==> src/rtl/pcpi_bridge_pkg.sv <==
// ----------------------------------------------------------------------------
// pcpi_bridge_pkg
// Shared definitions for the serial-to-PCPI bridge:
//   - FSM state encoding (enum and matching localparam constants)
//   - default segment / instruction / result widths
//   - index-width helper used to size the segment counters
// ----------------------------------------------------------------------------
package pcpi_bridge_pkg;

    localparam logic [1:0] ST_LOAD   = 2'b00;
    localparam logic [1:0] ST_ISSUE  = 2'b01;
    localparam logic [1:0] ST_UNLOAD = 2'b10;

    typedef enum logic [1:0] {
        LOAD   = ST_LOAD,
        ISSUE  = ST_ISSUE,
        UNLOAD = ST_UNLOAD
    } bridge_state_e;

    localparam int DEF_SEG_W  = 4;
    localparam int DEF_INSN_W = 32;
    localparam int DEF_RES_W  = 32;

    // Counter width able to index max(a, b) segments; never narrower than 1 bit.
    function automatic int idx_width(input int a, input int b);
        int m;
        m = (a > b) ? a : b;
        return (m <= 1) ? 1 : $clog2(m);
    endfunction

endpackage

==> src/rtl/pcpi_serial_bridge_if.sv <==
// ----------------------------------------------------------------------------
// pcpi_serial_bridge_if
// PCPI handshake bundle between the serial bridge and a coprocessor.
//   pcpi_valid / pcpi_insn : bridge -> coprocessor
//   pcpi_ready / pcpi_wr / pcpi_wait / pcpi_rd : coprocessor -> bridge
// Modports: master = bridge side, slave = coprocessor side.
// ----------------------------------------------------------------------------
interface pcpi_serial_bridge_if
    import pcpi_bridge_pkg::*;
#(
    parameter int INSN_W = DEF_INSN_W,
    parameter int RES_W  = DEF_RES_W
) ();

    logic              pcpi_valid;
    logic [INSN_W-1:0] pcpi_insn;
    logic              pcpi_ready;
    logic              pcpi_wr;
    logic              pcpi_wait;
    logic [RES_W-1:0]  pcpi_rd;

    modport master (
        output pcpi_valid, pcpi_insn,
        input  pcpi_ready, pcpi_wr, pcpi_wait, pcpi_rd
    );

    modport slave (
        input  pcpi_valid, pcpi_insn,
        output pcpi_ready, pcpi_wr, pcpi_wait, pcpi_rd
    );

endinterface

==> src/rtl/pcpi_seg_serializer.sv <==
// ----------------------------------------------------------------------------
// pcpi_seg_serializer
// Holds a parallel-loaded result word and presents it one SEG_W segment at a
// time, LSB segment first.
//   clk, rst_n : clock, asynchronous active-low reset
//   load       : capture load_data, restart at segment 0
//   load_data  : RES_W-bit result word
//   advance    : current segment consumed, move to the next (wraps after last)
//   seg_out    : segment selected by idx
//   idx        : current segment index
// ----------------------------------------------------------------------------
module pcpi_seg_serializer
    import pcpi_bridge_pkg::*;
#(
    parameter int SEG_W = DEF_SEG_W,
    parameter int RES_W = DEF_RES_W,
    parameter int IDX_W = 3
) (
    input  logic             clk,
    input  logic             rst_n,
    input  logic             load,
    input  logic [RES_W-1:0] load_data,
    input  logic             advance,
    output logic [SEG_W-1:0] seg_out,
    output logic [IDX_W-1:0] idx
);

    localparam int              NRES     = RES_W / SEG_W;
    localparam logic [IDX_W-1:0] LAST_IDX = IDX_W'(NRES - 1);

    logic [RES_W-1:0] res_r;
    logic [IDX_W-1:0] idx_r;
    logic [SEG_W-1:0] seg_s;

    // Result register and segment index.
    always_ff @(posedge clk or negedge rst_n) begin
        if (!rst_n) begin
            res_r <= '0;
            idx_r <= '0;
        end else if (load) begin
            res_r <= load_data;
            idx_r <= '0;
        end else if (advance) begin
            if (idx_r == LAST_IDX) begin
                idx_r <= '0;
            end else begin
                idx_r <= idx_r + IDX_W'(1);
            end
        end
    end

    // Segment select: shift the held word down by idx segments.
    always_comb begin
        seg_s = SEG_W'(res_r >> (32'(idx_r) * SEG_W));
    end

    assign seg_out = seg_s;
    assign idx     = idx_r;

endmodule

==> src/rtl/pcpi_serial_bridge.sv <==
// ----------------------------------------------------------------------------
// pcpi_serial_bridge
// Loads a coprocessor instruction SEG_W bits per cycle, issues it over PCPI
// with a valid/ready handshake, and returns a written-back result serially.
// Optional feature macro: PCPI_BRIDGE_TIMEOUT_EN (abort ISSUE after
// TIMEOUT_CYC non-waiting cycles without pcpi_ready, sticky err_timeout).
// Ports:
//   clk, rst_n        : clock, asynchronous active-low reset
//   seg_in/seg_valid  : instruction segment input, LSB segment first
//   seg_ready         : high in LOAD
//   pcpi (master)     : PCPI handshake bundle
//   res_seg/res_valid : result segment output, LSB segment first
//   res_ready         : host consumes res_seg
//   busy              : any state other than LOAD
//   err_timeout       : sticky abort flag, cleared by next accepted segment
// ----------------------------------------------------------------------------
module pcpi_serial_bridge
    import pcpi_bridge_pkg::*;
#(
    parameter int SEG_W       = DEF_SEG_W,
    parameter int INSN_W      = DEF_INSN_W,
    parameter int RES_W       = DEF_RES_W,
    parameter int TIMEOUT_CYC = 64
) (
    input  logic                 clk,
    input  logic                 rst_n,
    input  logic [SEG_W-1:0]     seg_in,
    input  logic                 seg_valid,
    output logic                 seg_ready,
    pcpi_serial_bridge_if.master pcpi,
    output logic [SEG_W-1:0]     res_seg,
    output logic                 res_valid,
    input  logic                 res_ready,
    output logic                 busy,
    output logic                 err_timeout
);

    localparam int NSEG  = INSN_W / SEG_W;
    localparam int NRES  = RES_W / SEG_W;
    localparam int IDX_W = idx_width(NSEG, NRES);

    localparam logic [IDX_W-1:0] LAST_SEG = IDX_W'(NSEG - 1);
    localparam logic [IDX_W-1:0] LAST_RES = IDX_W'(NRES - 1);

    if ((INSN_W % SEG_W) != 0) begin : g_bad_insn_w
        $error("INSN_W must be a multiple of SEG_W");
    end
    if ((RES_W % SEG_W) != 0) begin : g_bad_res_w
        $error("RES_W must be a multiple of SEG_W");
    end
    if (TIMEOUT_CYC < 2) begin : g_bad_timeout
        $error("TIMEOUT_CYC must be at least 2");
    end

    logic [1:0]        state_r;
    logic [1:0]        state_nxt_s;
    logic [IDX_W-1:0]  idx_r;
    logic [INSN_W-1:0] insn_r;
    logic [IDX_W-1:0]  ser_idx_s;
    logic              timeout_hit_s;
    logic              accept_s;
    logic              res_load_s;
    logic              res_adv_s;

    assign accept_s   = (state_r == ST_LOAD) && seg_valid;
    assign res_load_s = (state_r == ST_ISSUE) && pcpi.pcpi_ready && pcpi.pcpi_wr;
    assign res_adv_s  = (state_r == ST_UNLOAD) && res_ready;

    // Next-state decode; pcpi_ready takes priority over a simultaneous timeout.
    always_comb begin
        state_nxt_s = state_r;
        case (state_r)
            ST_LOAD: begin
                if (seg_valid && (idx_r == LAST_SEG)) begin
                    state_nxt_s = ST_ISSUE;
                end else begin
                    state_nxt_s = ST_LOAD;
                end
            end
            ST_ISSUE: begin
                if (pcpi.pcpi_ready) begin
                    state_nxt_s = pcpi.pcpi_wr ? ST_UNLOAD : ST_LOAD;
                end else if (timeout_hit_s) begin
                    state_nxt_s = ST_LOAD;
                end else begin
                    state_nxt_s = ST_ISSUE;
                end
            end
            ST_UNLOAD: begin
                if (res_ready && (ser_idx_s == LAST_RES)) begin
                    state_nxt_s = ST_LOAD;
                end else begin
                    state_nxt_s = ST_UNLOAD;
                end
            end
            default: begin
                state_nxt_s = ST_LOAD;
            end
        endcase
    end

    // State register.
    always_ff @(posedge clk or negedge rst_n) begin
        if (!rst_n) begin
            state_r <= ST_LOAD;
        end else begin
            state_r <= state_nxt_s;
        end
    end

    // Instruction assembly: write the accepted segment into its slot.
    always_ff @(posedge clk or negedge rst_n) begin
        if (!rst_n) begin
            insn_r <= '0;
            idx_r  <= '0;
        end else if (accept_s) begin
            for (int i = 0; i < NSEG; i++) begin
                if (idx_r == IDX_W'(i)) begin
                    insn_r[i*SEG_W +: SEG_W] <= seg_in;
                end
            end
            if (idx_r == LAST_SEG) begin
                idx_r <= '0;
            end else begin
                idx_r <= idx_r + IDX_W'(1);
            end
        end
    end

`ifdef PCPI_BRIDGE_TIMEOUT_EN
    localparam int               TCNT_W    = $clog2(TIMEOUT_CYC);
    localparam logic [TCNT_W-1:0] TCNT_LAST = TCNT_W'(TIMEOUT_CYC - 1);

    logic [TCNT_W-1:0] tcnt_r;
    logic              err_r;

    assign timeout_hit_s = (state_r == ST_ISSUE) && !pcpi.pcpi_wait && (tcnt_r == TCNT_LAST);

    // Non-waiting ISSUE cycle counter; held at 0 outside ISSUE so entry starts at 0.
    always_ff @(posedge clk or negedge rst_n) begin
        if (!rst_n) begin
            tcnt_r <= '0;
        end else if ((state_r != ST_ISSUE) || pcpi.pcpi_wait) begin
            tcnt_r <= '0;
        end else if (tcnt_r != TCNT_LAST) begin
            tcnt_r <= tcnt_r + TCNT_W'(1);
        end
    end

    // Sticky abort flag.
    always_ff @(posedge clk or negedge rst_n) begin
        if (!rst_n) begin
            err_r <= 1'b0;
        end else if (timeout_hit_s && !pcpi.pcpi_ready) begin
            err_r <= 1'b1;
        end else if (accept_s) begin
            err_r <= 1'b0;
        end
    end

    assign err_timeout = err_r;
`else
    logic unused_wait_s;

    assign unused_wait_s = pcpi.pcpi_wait;
    assign timeout_hit_s = 1'b0;
    assign err_timeout   = 1'b0;
`endif

    pcpi_seg_serializer #(
        .SEG_W (SEG_W),
        .RES_W (RES_W),
        .IDX_W (IDX_W)
    ) u_ser (
        .clk       (clk),
        .rst_n     (rst_n),
        .load      (res_load_s),
        .load_data (pcpi.pcpi_rd),
        .advance   (res_adv_s),
        .seg_out   (res_seg),
        .idx       (ser_idx_s)
    );

    assign seg_ready       = (state_r == ST_LOAD);
    assign busy            = (state_r != ST_LOAD);
    assign res_valid       = (state_r == ST_UNLOAD);
    assign pcpi.pcpi_valid = (state_r == ST_ISSUE);
    assign pcpi.pcpi_insn  = insn_r;

endmodule

==> src/flat_wrapper.sv <==
// flat-port wrapper written by rule: the top's interface ports become plain ports
module pcpi_serial_bridge_flat import pcpi_bridge_pkg::*;
#(
    parameter int SEG_W       = DEF_SEG_W,
    parameter int INSN_W      = DEF_INSN_W,
    parameter int RES_W       = DEF_RES_W,
    parameter int TIMEOUT_CYC = 64
)
  (clk, rst_n, seg_in, seg_valid, seg_ready, res_seg, res_valid, res_ready, busy, err_timeout, pcpi_pcpi_valid, pcpi_pcpi_insn, pcpi_pcpi_ready, pcpi_pcpi_wr, pcpi_pcpi_wait, pcpi_pcpi_rd);
  pcpi_serial_bridge_if #(.INSN_W(INSN_W), .RES_W(RES_W)) pcpi_i ();
  input  logic clk;
  input  logic rst_n;
  input  logic [SEG_W-1:0] seg_in;
  input  logic seg_valid;
  output logic seg_ready;
  output logic [SEG_W-1:0] res_seg;
  output logic res_valid;
  input  logic res_ready;
  output logic busy;
  output logic err_timeout;
  output wire logic [$bits(pcpi_i.pcpi_valid)-1:0] pcpi_pcpi_valid;
  output wire logic [$bits(pcpi_i.pcpi_insn)-1:0] pcpi_pcpi_insn;
  input wire logic [$bits(pcpi_i.pcpi_ready)-1:0] pcpi_pcpi_ready;
  input wire logic [$bits(pcpi_i.pcpi_wr)-1:0] pcpi_pcpi_wr;
  input wire logic [$bits(pcpi_i.pcpi_wait)-1:0] pcpi_pcpi_wait;
  input wire logic [$bits(pcpi_i.pcpi_rd)-1:0] pcpi_pcpi_rd;
  assign pcpi_pcpi_valid = pcpi_i.pcpi_valid;
  assign pcpi_pcpi_insn = pcpi_i.pcpi_insn;
  assign pcpi_i.pcpi_ready = pcpi_pcpi_ready;
  assign pcpi_i.pcpi_wr = pcpi_pcpi_wr;
  assign pcpi_i.pcpi_wait = pcpi_pcpi_wait;
  assign pcpi_i.pcpi_rd = pcpi_pcpi_rd;
  pcpi_serial_bridge #(.SEG_W(SEG_W), .INSN_W(INSN_W), .RES_W(RES_W), .TIMEOUT_CYC(TIMEOUT_CYC)) u_core (.clk(clk), .rst_n(rst_n), .seg_in(seg_in), .seg_valid(seg_valid), .seg_ready(seg_ready), .pcpi(pcpi_i), .res_seg(res_seg), .res_valid(res_valid), .res_ready(res_ready), .busy(busy), .err_timeout(err_timeout));
endmodule
==> config.mk <==
export PLATFORM = sky130hd
export DESIGN_NAME = pcpi_serial_bridge_flat
export DESIGN_NICKNAME = d
export VERILOG_FILES = /design/src/rtl/pcpi_bridge_pkg.sv /design/src/rtl/pcpi_serial_bridge_if.sv /design/src/rtl/pcpi_seg_serializer.sv /design/src/rtl/pcpi_serial_bridge.sv /design/src/flat_wrapper.sv
export SDC_FILE = /design/constraint.sdc
export NUM_CORES = 1
export LEC_CHECK = 0
export ABC_AREA = 1
export CORE_MARGIN = 2
export CORE_UTILIZATION = 45
export DETAILED_ROUTE_END_ITERATION = 7
export PLACE_DENSITY = 0.85
export SYNTH_ARGS = -nofsm -noshare
export SYNTH_HDL_FRONTEND = slang
export SYNTH_HIERARCHICAL = 1
export SYNTH_SLANG_ARGS = --single-unit
==> constraint.sdc <==
create_clock -name clk -period 1.4 [get_ports clk]
set_input_delay 0.21 -clock clk [delete_from_list [all_inputs] [get_ports clk]]
set_output_delay 0.21 -clock clk [all_outputs]
set_load 0.01 [all_outputs]
# After elaboration in Yosys (flattened, before gate mapping)

Index checks and enable logic that the tools add are counted.

$add $sub $neg: 2
Eq/ne operators: 10
Shift-type cells: 1
Multiplexer cells: 9
Reductions and logical operators: 18

Operator list:

| cell                                          | count |
|---|---|
| right shift 32 x 5 -> 4 bit                   | 1 |
| AND reduction 2 bit                           | 8 |
| == test 3 bit, second input constant          | 5 |
| two-way mux 3 bit                             | 4 |
| adder 3 x 1 -> 3 bit, second input constant   | 2 |
| == test 3 x 2 -> 1 bit, second input constant | 2 |
| logical AND 1 bit                             | 6 |
| two-way mux 2 bit                             | 3 |
| case mux 2 bit (3 select lines)               | 1 |
| nonzero test 2 bit                            | 2 |
| == test 3 x 1 -> 1 bit, second input constant | 1 |
| logical NOT 3 bit                             | 1 |
| == test 2 x 1 -> 1 bit, second input constant | 1 |
| == test 2 bit, second input constant          | 1 |
| logical NOT 2 bit                             | 1 |
| two-way mux 1 bit                             | 1 |

Register bits after elaboration: 72
Input bits: 43
Output and inout bits: 41
Logic and storage cells: 52

# Longest topological paths before layout

Depth after elaboration: 4
Depth in mapped cells: 9
Gate-level depth less buffers: 8

# Modules after synthesis

The synthesis kept the hierarchy.

By module, submodules not included:

| module              | times used | cells each | area each (µm²) | sequential area each (µm²) |
|---|---|---|---|---|
| pcpi_seg_serializer | 1          | 224        | 1793.0          | 875.8 |
| pcpi_serial_bridge  | 1          | 201        | 1755.4          | 925.9 |

# Least setup slack after synthesis

No wires, ideal clock.

Path type: flip-flop to flip-flop
From: register u_core.state_r[1]
To: register u_core.u_ser.res_r[11]
Setup time: 0.123 ns
Arrival time: 1.228 ns
Required time: 1.277 ns
Setup slack: 0.049 ns
Cell stages (with the launch flop): 9
Path buffers: 2
Clock period less this slack: 1.351 ns
Cells stage by stage: dfrtp_1 > inv_1 > nand2_1 > inv_1 > nand3_1 > inv_1 > buf_2 > buf_2 > o21ai_1

Cells in the longest elaborated chain, start to end: 3

RTL lines:

| what                            | RTL line                  | source |
|---|---|---|
| from (decl)                     | pcpi_serial_bridge.sv:55  | `logic [1:0] state_r;` |
| from (signal assigned)          | pcpi_serial_bridge.sv:107 | `state_r <= state_nxt_s;` |
| == test 2 x 1 -> 1 bit          | n/a                       |  |
| net pcpi_pcpi_valid             | flat_wrapper.sv:21        | `output wire logic [$bits(pcpi_i.pcpi_valid)-1:0] pcpi_pcpi_valid;` |
| logical AND 1 bit (2 in series) | pcpi_serial_bridge.sv:66  | `assign res_load_s = (state_r == ST_ISSUE) && pcpi.pcpi_ready && pcpi.pcpi_wr;` |
| net u_core.res_load_s           | pcpi_serial_bridge.sv:62  | `logic res_load_s;` |
| to (signal assigned)            | pcpi_seg_serializer.sv:41 | `res_r <= load_data;` |
| to (decl)                       | pcpi_seg_serializer.sv:31 | `logic [RES_W-1:0] res_r;` |

The timed path passes the listed nets, and every way through them passes these cells.
A chain may end at the register's enable or synchronous reset.

# Worst setup path in the final report

From: register u_core.u_ser.idx_r[0] (netlist: u_core/u_ser/idx[0])
To: output port res_seg[0]

Cells in the longest elaborated chain, start to end: 1

RTL lines:

| what                        | RTL line                  | source |
|---|---|---|
| from (decl)                 | pcpi_seg_serializer.sv:32 | `logic [IDX_W-1:0] idx_r;` |
| from (signal assigned)      | pcpi_seg_serializer.sv:47 | `idx_r <= idx_r + IDX_W'(1);` |
| right shift 32 x 5 -> 4 bit | pcpi_seg_serializer.sv:54 | `seg_s = SEG_W'(res_r >> (32'(idx_r) * SEG_W));` |
| to (decl)                   | flat_wrapper.sv:16        | `output logic [SEG_W-1:0] res_seg;` |

No other way between the ends.

==> out/qor.csv <==
stage,metric,value,unit
clock_network,Clock Path Buffers,2,
critical_path,reg2reg setup slack,-70,ps
final_layout,fin area,0.00511,mm^2
detailed_routing,drt pass-1 iters,6,
logic_synthesis,number of standard cells after synthesis,425,
floorplan,DIE WIDTH,92.8,um
pwr,power per cell area,2100,mW/mm^2
pwr,clock group share of total power,17.0,%
detailed_routing,via count,3407,
logic_synthesis,Syn Std Cell Area,0.00355,mm^2
final_layout,register area,0.00180,mm^2
logic_synthesis,"flops & latches, synth",72,
status,violated checks,setup timing,
critical_path,critical path peak fanout,4,
logic_synthesis,Syn Area/Cell,8.35,um^2
critical_path,"Cell Chain, Critical Path",buf_12 -> inv_6 -> nand2_2 -> nand3_1 -> nand2_1 -> nand2_1 -> nand2_1 -> buf_2,
detailed_routing,Via-to-Cell Ratio,5.35,
critical_path,Reg2Reg Depth,6,
pwr,Sw Ratio,40.4,%
job,Max Cap Viol,0,
detailed_routing,final wirelength,9.83,mm
final_layout,area occupied by multi-input gates,0.00156,mm^2
placement,final RePlAce weighted congestion,0.888,
logic_synthesis,number of distinct library cells after synthesis,30,
sta,Period minus WS final,1740,ps
floorplan,die span in y,92.8,um
pwr,P_sw,4.34,mW
sta,RSZ-0062 raised after global routing,yes,
grt,antenna violations before repair,0,
pwr,P_leak,2.58,nW
clock_network,Clk Tree Root Cell,clkbuf_8,
sta,Max Fclk,576,MHz
clock_network,CTS Buf Count,9,
min_path,Worst Hold Class,in2async,
final_layout,fill count,614,
clock_network,Clock Sinks,72,
pwr,Logic pwr share,50.0,%
final_layout,nets,582,
grt,largest net degree at the start of global routing,73,
critical_path,"most used cell, CP",nand2_1,
detailed_routing,remaining antenna violation count after routing,0,
detailed_routing,DRC,0,
critical_path,CP Data Arrival Time,1530,ps
clock_network,clk slew on worst S/H paths,80,ps
clock_network,Clock Latency Late Sink,350,ps
grt,vias in the first global route,3299,
floorplan,initial core utilization,46.2,%
critical_path,Critical-path top delay cell,dfrtp_2,
floorplan,I/O Pins,84,
logic_synthesis,post-synthesis sequential area ratio,50.8,%
placement,dpl cells,610,
logic_synthesis,synth warn,6,
critical_path,Max stage delay on crit path,450,ps
pwr,Seq pwr share,33.0,%
pwr,Power Internal,6.39,mW
status,status,"complete, but fails checks",
grt,total track usage,21.3,%
final_layout,share of layout cells above drive strength 1,26.2,%
final_layout,Post-Layout Cell Count,637,
critical_path,data required time of the worst path,1190,ps
critical_path,startpoint types,flip-flop,
pwr,VDD IR max,0.00107,V
final_layout,n_diodes,0,
floorplan,die area,0.00861,mm^2
clock_network,H-tree Lvls,3,
floorplan,Cell Rows,32,
detailed_routing,post-DR wirelength/cell,15.4,um
grt,total grt overflow,0,
critical_path,critical path class,reg2out,
sta,final clock skew,9.16,ps
sta,final-report setup violation count,6,
logic_synthesis,syn_nets,476,
sta,worst setup margin,-337,ps
detailed_routing,initial DRC count,150,
grt,first-pass GRT wire length,14.5,mm
placement,"Cell Area, Placed",0.00458,mm^2
sta,Max Slew Vio Count,0,
floorplan,Core ar.,0.00769,mm^2
placement,port buffer count,81,
placement,Place WS,-308,ps
pwr,Design Power,10.7,mW
final_layout,Layout area overhead,44.0,%
placement,post-DP HPWL,6.05,mm
sta,final hold violation count,0,
clock_network,CTS tree,done,
sta,Tcrit/Tclk final,124,%
critical_path,CP Capture Type,output port,
-- area by class of cell --
cell class,count,area share [%]
clock buffers,10,2.69
flip-flops and latches,72,35.3
multi-input cells,277,30.6
clock inverters,5,1.59
repair inverters,2,0.490
well taps,102,2.50
inverters,50,4.63
repair buffers,119,22.2
-- per-stage QoR --
stage | utilization [%] | hold WS (ps) | TNS [ps]
after detailed placement | 59.5 | 267 | -2880
after floorplan | - | -85.6 | 0
after global placement | 59.5 | 263 | -2350
final | 66.5 | 397 | -1260
after CTS | 62.9 | 394 | -1060
after global routing | 66.5 | 423 | -1670
-- synth_stat cells --
cell type | count | area share [%]
conb_1 | 1 | 0.11
buf_4 | 1 | 0.21
nand2_1 | 150 | 16
nand2_2 | 8 | 1.4
o21ai_2 | 1 | 0.25
nor2_4 | 1 | 0.32
clkinv_2 | 1 | 0.14
nand3_2 | 9 | 2.5
buf_6 | 3 | 0.95
nor3_1 | 1 | 0.14
buf_2 | 11 | 1.6
buf_12 | 1 | 0.56
inv_2 | 10 | 1.1
o21ai_0 | 4 | 0.56
inv_8 | 1 | 0.32
nor2_2 | 3 | 0.53
buf_1 | 6 | 0.63
buf_8 | 1 | 0.42
bufinv_8 | 1 | 0.49
or2_2 | 1 | 0.18
clkbuf_1 | 3 | 0.32
nand3_1 | 21 | 3.0
nand4_1 | 32 | 5.6
ha_1 | 8 | 2.8
o21ai_1 | 34 | 4.8
or2_1 | 1 | 0.18
inv_4 | 2 | 0.35
dfrtp_1 | 72 | 51
nor2_1 | 2 | 0.21
inv_1 | 35 | 3.7
-- cells by family after synthesis --
| group | after synthesis | share of synthesized area (%) |
|---|---|---|
| other | 1 | 0.106 |
| DFF | 72 | 50.8 |
| adders and majority gates | 8 | 2.82 |
| and+or+nand+nor | 229 | 30.0 |
| buffers and inverters | 76 | 10.7 |
| AOI/OAI and AO/OA | 39 | 5.61 |
-- flip-flops by register name (all words and copies together) (netlist names) --
name	count
u_core/state_r	2
u_core/idx_r	3
u_core/u_ser/idx	3
u_core/pcpi.pcpi_insn	32
u_core/u_ser/res_r	32
-- final timing paths --
kind | startpoint | endpoint
hold / removal | rst_n | u_core/u_ser/res_r[1]
setup / recovery | u_core/u_ser/idx[0] | res_seg[0]
setup reg to reg | u_core/u_ser/idx[0] | u_core/u_ser/idx[2]
min in group clk | pcpi_pcpi_rd[9] | u_core/u_ser/res_r[9]
hold reg to reg | u_core/pcpi.pcpi_insn[31] | u_core/pcpi.pcpi_insn[31]
max in group asynchronous | rst_n | u_core/pcpi.pcpi_insn[26]
-- metal layers --
layer / routed length [um] / vias up / GRT usage, %
met1: 3780 / 1655 / 24.6
met4: 247 / 0 / 9.44
li1: - / 1570 / -
met3: 685 / 30 / 4.39
met2: 5120 / 152 / 38.2
met5: 0 / - / 0
-- power by group through the flow --
stage | sequential, mW | clock [mW] | combinational, mW
4_1_cts | 3.52 | 1.85 | 4.69
6_report | 3.54 | 1.83 | 5.36
2_1_floorplan | 3.66 | 0 | 2.57
3_3_place_gp | 3.53 | 0 | 4.65
3_5_place_dp | 3.56 | 0 | 4.81
5_1_grt | 3.64 | 1.93 | 5.82
-- cells in the final DEF (no fill, tap or decap), types with 2 or more instances in the layout --
cell / n
nand2_1: 140
dfrtp_1: 71
clkdlybuf4s50_1: 40
dlygate4sd2_1: 32
nand4_1: 32
o21ai_1: 32
inv_1: 27
buf_4: 25
nand3_2: 16
inv_2: 15
nand2_2: 14
nand3_1: 11
clkbuf_8: 10
buf_2: 8
buf_6: 6
nor2_4: 5
buf_12: 5
inv_4: 4
o21ai_0: 4
nand2_4: 4
nand3_4: 3
ha_4: 3
ha_1: 3
o21ai_2: 3
clkinv_2: 2
bufinv_16: 2
clkbuf_16: 2
ha_2: 2
-- what timing repair did --
item                                    4_1_cts  5_1_grt
gates resized for setup                      83       49
hold buffers                                  1        0
cloned                                        1        3
endpoints found under the hold margin        72        0
pin swaps                                     4       14
setup buffers                                 3        4
endpoints found under the setup margin       57       67
-- critical path, delay by kind of cell (launching register included) --
kind          cells  cell delay, ps
simple gates      5             360
flops             1             450
buf+inv           3             380
Power figures use the tool's default switching activity.
